==> src/rtl/datapath_sequencer.sv <==
`default_nettype none
// ---------------------------------------------------------------------------
// datapath_sequencer : loads two operands through a single write port, then
// executes and returns the ALU result over a valid/ready handshake. Rev 1.0
// ---------------------------------------------------------------------------
module datapath_sequencer #(
  parameter int size_data = 16,
  parameter int addr_w    = 3,
  parameter int ms_w      = 3,
  parameter int cnt_w     = 16
) (
  input  logic                 CLK,
  input  logic                 RST,
  input  logic                 cmd_valid,
  output logic                 cmd_ready,
  input  logic                 cmd_exec_only,
  input  logic [size_data-1:0] cmd_opa,
  input  logic [size_data-1:0] cmd_opb,
  input  logic [addr_w-1:0]    cmd_ra,
  input  logic [addr_w-1:0]    cmd_rb,
  input  logic [ms_w-1:0]      cmd_ms,
  output logic                 dp_we,
  output logic [addr_w-1:0]    dp_w1,
  output logic [size_data-1:0] dp_din,
  output logic [addr_w-1:0]    dp_r1,
  output logic [addr_w-1:0]    dp_r2,
  output logic [ms_w-1:0]      dp_ms,
  input  logic [size_data-1:0] dp_alu_out,
  output logic                 res_valid,
  input  logic                 res_ready,
  output logic [size_data-1:0] res_data,
  output logic [cnt_w-1:0]     op_count
);

  typedef enum logic [2:0] {
    IDLE = 3'd0,
    WR_A = 3'd1,
    WR_B = 3'd2,
    EXEC = 3'd3,
    RESP = 3'd4
  } state_t;

  state_t state_q, state_d;

  logic [addr_w-1:0]    ra_q, ra_d;
  logic [addr_w-1:0]    rb_q, rb_d;
  logic [size_data-1:0] opb_q, opb_d;
  logic [ms_w-1:0]      ms_q, ms_d;

  logic                 we_q, we_d;
  logic [addr_w-1:0]    w1_q, w1_d;
  logic [size_data-1:0] din_q, din_d;
  logic [addr_w-1:0]    r1_q, r1_d;
  logic [addr_w-1:0]    r2_q, r2_d;
  logic [ms_w-1:0]      dpms_q, dpms_d;
  logic [size_data-1:0] res_q, res_d;
  logic [cnt_w-1:0]     cnt_q, cnt_d;

  logic                 accept;

  // Ready is forced low during reset even though the state already reads IDLE.
  assign cmd_ready = (state_q == IDLE) && !RST;
  assign accept    = cmd_valid && cmd_ready;

  // Datapath outputs are computed for the state being entered so they are
  // registered and stable for the whole cycle of that state.
  always_comb begin
    state_d = state_q;
    ra_d    = ra_q;
    rb_d    = rb_q;
    opb_d   = opb_q;
    ms_d    = ms_q;
    we_d    = 1'b0;
    w1_d    = w1_q;
    din_d   = din_q;
    r1_d    = r1_q;
    r2_d    = r2_q;
    dpms_d  = dpms_q;
    res_d   = res_q;
    cnt_d   = cnt_q;

    unique case (state_q)
      IDLE: begin
        if (accept) begin
          ra_d  = cmd_ra;
          rb_d  = cmd_rb;
          opb_d = cmd_opb;
          ms_d  = cmd_ms;
          if (cmd_exec_only) begin
            state_d = EXEC;
            r1_d    = cmd_ra;
            r2_d    = cmd_rb;
            dpms_d  = cmd_ms;
          end else begin
            state_d = WR_A;
            we_d    = 1'b1;
            w1_d    = cmd_ra;
            din_d   = cmd_opa;
          end
        end
      end
      WR_A: begin
        state_d = WR_B;
        we_d    = 1'b1;
        w1_d    = rb_q;
        din_d   = opb_q;
      end
      WR_B: begin
        state_d = EXEC;
        r1_d    = ra_q;
        r2_d    = rb_q;
        dpms_d  = ms_q;
      end
      EXEC: begin
        state_d = RESP;
        res_d   = dp_alu_out;
      end
      RESP: begin
        if (res_ready) begin
          state_d = IDLE;
          cnt_d   = cnt_q + 1'b1;
        end
      end
      default: state_d = IDLE;
    endcase
  end

  always_ff @(posedge CLK or posedge RST) begin
    if (RST) begin
      state_q <= IDLE;
      ra_q    <= '0;
      rb_q    <= '0;
      opb_q   <= '0;
      ms_q    <= '0;
      we_q    <= 1'b0;
      w1_q    <= '0;
      din_q   <= '0;
      r1_q    <= '0;
      r2_q    <= '0;
      dpms_q  <= '0;
      res_q   <= '0;
      cnt_q   <= '0;
    end else begin
      state_q <= state_d;
      ra_q    <= ra_d;
      rb_q    <= rb_d;
      opb_q   <= opb_d;
      ms_q    <= ms_d;
      we_q    <= we_d;
      w1_q    <= w1_d;
      din_q   <= din_d;
      r1_q    <= r1_d;
      r2_q    <= r2_d;
      dpms_q  <= dpms_d;
      res_q   <= res_d;
      cnt_q   <= cnt_d;
    end
  end

  assign dp_we     = we_q;
  assign dp_w1     = w1_q;
  assign dp_din    = din_q;
  assign dp_r1     = r1_q;
  assign dp_r2     = r2_q;
  assign dp_ms     = dpms_q;
  assign res_valid = (state_q == RESP);
  assign res_data  = res_q;
  assign op_count  = cnt_q;

endmodule

`default_nettype wire
==> config.mk <==
export PLATFORM = sky130hd
export DESIGN_NAME = datapath_sequencer
export DESIGN_NICKNAME = d
export VERILOG_FILES = /design/src/rtl/datapath_sequencer.sv
export SDC_FILE = /design/constraint.sdc
export NUM_CORES = 1
export LEC_CHECK = 0
export ABC_CLOCK_PERIOD_IN_PS = 10830
export CAP_MARGIN = 10
export CORE_MARGIN = 2
export CORE_UTILIZATION = 45
export CTS_BUF_LIST = sky130_fd_sc_hd__clkbuf_16
export DETAILED_ROUTE_END_ITERATION = 10
export GPL_TIMING_DRIVEN = 0
export PLACE_DENSITY_LB_ADDON = 0.1
export SYNTH_ARGS = -nofsm -noshare
export SYNTH_HDL_FRONTEND = slang
export SYNTH_SLANG_ARGS = --single-unit
==> constraint.sdc <==
create_clock -name CLK -period 10.83 [get_ports CLK]
set_clock_uncertainty 0.1 [all_clocks]
set_input_delay 3.249 -clock CLK [delete_from_list [all_inputs] [get_ports CLK]]
set_output_delay 3.249 -clock CLK [all_outputs]
set_load 0.005 [all_outputs]
==> results.cfg <==
[status]
outcome = finished, final reports clean

[yosys]
yosys-top-cells-count = nand2_1, dfrtp_1, o21ai_0, mux2i_1, mux2_2
synth-edff-count = 0
ys_types = 34
synth-adder-area-share = 0.00333
synth_flop_cell = dfrtp_1
synth_top_family_by_area = simple AND/OR/NAND/NOR gates
yosysTopAreaCell = dfrtp_1
synth_most_common_cell = nand2_1
syn_nets = 408
synth.avg_cell_area_sq_um = 10.9
syn_inst = 345
synthTopCellsByArea = dfrtp_1, nand2_1, mux2i_1, mux2_2, o21ai_0
synthesis.area_sq_um = 3760
synthMuxAreaShare = 0.126
synth-xor-area-share = 0.0350
ys_ff_latch = 89
ys_warn_count = 0
synth-compound-area-share = 0.0473
async_reset_ff_frac = 1.00
netlist.area_leader.share = 0.593
yosysSeqAreaShare = 0.593
synthSimpleGateAreaFrac = 0.171

[clocking]
cts_tree = built
cts_buffers = 9
clock-sinks = 89
cts_resized = 0
path_clk_slew_ns = 0.06
cts_hold_buf = 0
postCtsSetupRepairBufs = 0
clk_latency_ns = 0.33
cts_buffer_depth = 2
cts_htree_levels = 3
clockRootBuffer = clkbuf_16

[timing]
post-route-period-util = 0.726
setup_viol = 0
hold_slack_ns = 0.372
period_minus_slack_ns = 7.87
max_freq_mhz = 127
worst_pin_slew_ns = 0.660
finalSetupTns_ns = 0
relSlewSlack = 0.557
grt_setup_unrepaired = no
slew_violations = 0
finalHoldViolCount = 0

[drt]
drc = 0
vias = 2932
detail_route.wl_per_cell_um = 14.5
drt-initial-drc-count = 123
antenna_left = 0
viasPerCell = 4.99
firstDrtPassIters = 4
drt-total-wl_um = 8540

[min_path]
holdCritStartpoint = opb_q[14]
hold_class = reg -> reg

[global_routing]
grt_first_pass_wirelength_um = 13700
grt_max_degree = 48
grt.overflow.total = 0
antenna_found_initial = 0
grt_pass1_vias = 2886
grtUsageTotal = 0.198

[critical_path]
path_buf_inv = 2
cp.arrival_ns = 4.52
path_cells = clkdlybuf4s50_1 > nor4_1 > clkdlybuf4s50_1
critPathTopFamily = buffers and inverters
cp-startpoint = RST
ff2ff_setup_slack_ns = 8.91
crit_slowest_cell = clkdlybuf4s50_1
cp.required_ns = 7.48
path_common_cell = clkdlybuf4s50_1
worstSetupStartpointType = primary input
crit_fanout = 4
r2r_start = state_q[1]
path_class = in -> out
slowest_delay_ns = 0.57
end_kind = primary output

[floorplanning]
die_height_um = 95.4
die_x_um = 95.4
num_rows = 33
io_pins = 125
core_sq_um = 8130
initial_utilization = 0.462
dieArea_sq_um = 9100

[pwr]
leakagePower_nw = 2.52
p_per_area_nw_per_um2 = 259
p_total_mw = 1.42
peakVddDrop_uv = 119

[cells_and_area]
fin_cells = 588
final_nets = 544
syn2layout_area_growth_pct = 45.9
insertedDiodeCount = 0
drive_above_1_share = 0.0994

[placement]
post-dp-hpwl_um = 6000
place_inst = 575
portBuffers = 124
gp_congestion = 0.750

[flow_run]
max_cap_viol_count = 0
[cell type report]
class                      count  area (sq um)
clock inverter                 4          95.1
clock buffer                   9           225
timing repair buffer         125          1270
inverter                       3          13.8
tap                          105           131
buffer                        16          83.8
multi-input combinational    237          1440
sequential                    89          2230
fill                         646          2650
[cells by family after synthesis]
kind of cell    Yosys count
simple gates            142
buf+inv                  19
fa+ha+maj                 1
flops                    89
mux                      45
xor+xnor                 15
compound gates           34
[where the power goes]
group          internal (mW)  switching [mW]  leakage (nW)
Sequential             0.470          0.0749          1.12
Clock                  0.221           0.118         0.157
Combinational          0.307           0.231          1.24
Total                  0.998           0.424          2.52
[worst paths after layout]
kind / endpoint / depth (start not counted)
worst min register to register: opb_q[14] / 2
max in group asynchronous: res_data[2] / 3
worst min-delay path: opb_q[14] / 2
worst max register to register: dp_ms[0] / 4
worst max-delay path: cmd_ready / 3
min in group asynchronous: state_q[1] / 2
[metal layers]
| layer | global-route usage | vias up | part of all wire |
|---|---|---|---|
| li1 | - | 1416 | - |
| met5 | 0 | - | 0 |
| met4 | 0.0667 | 0 | 0.0075 |
| met1 | 0.246 | 1414 | 0.42 |
| met3 | 0.0814 | 8 | 0.091 |
| met2 | 0.315 | 94 | 0.48 |
[worst min-delay path: cells and delay by family, from the launching register on]
kind          cells  cell delay [ns]
flops             1             0.34
simple gates      2             0.10
[flip-flops by register name, summed over array words and instances (netlist names)]
register  flops
dp_r2         3
dp_r1         3
ra_q          3
res_data     16
ms_q          3
op_count     16
dp_w1         3
dp_din       16
dp_ms         3
state_q       3
rb_q          3
dp_we         1
opb_q        16
[through the flow]
stage          setup slack [ns]  utilization  cell area (sq um)
5_1_grt                    2.87        0.674               5480
2_1_floorplan              4.02            -               3760
3_3_place_gp               2.67        0.631               5130
4_1_cts                    2.92        0.674               5480
3_5_place_dp               2.92        0.634               5160
6_report                   2.96        0.674               5480
[layout by cell type, fill, tap and decap left out, types with 2 or more instances in the layout]
| cell type | count |
|---|---|
| bufinv_16 | 3 |
| xor2_1 | 10 |
| mux2i_1 | 28 |
| a211oi_1 | 2 |
| nand2_1 | 110 |
| inv_1 | 2 |
| nand4_1 | 2 |
| dfrtp_1 | 89 |
| nand3_1 | 4 |
| buf_2 | 7 |
| and2_1 | 2 |
| o21ai_0 | 30 |
| xnor2_1 | 5 |
| nor3_1 | 3 |
| clkbuf_16 | 9 |
| nor2_1 | 5 |
| and3_1 | 3 |
| mux2_2 | 17 |
| buf_4 | 2 |
| clkbuf_1 | 6 |
| and4_1 | 2 |
| clkdlybuf4s50_1 | 124 |
Power figures use the tool's default switching activity.
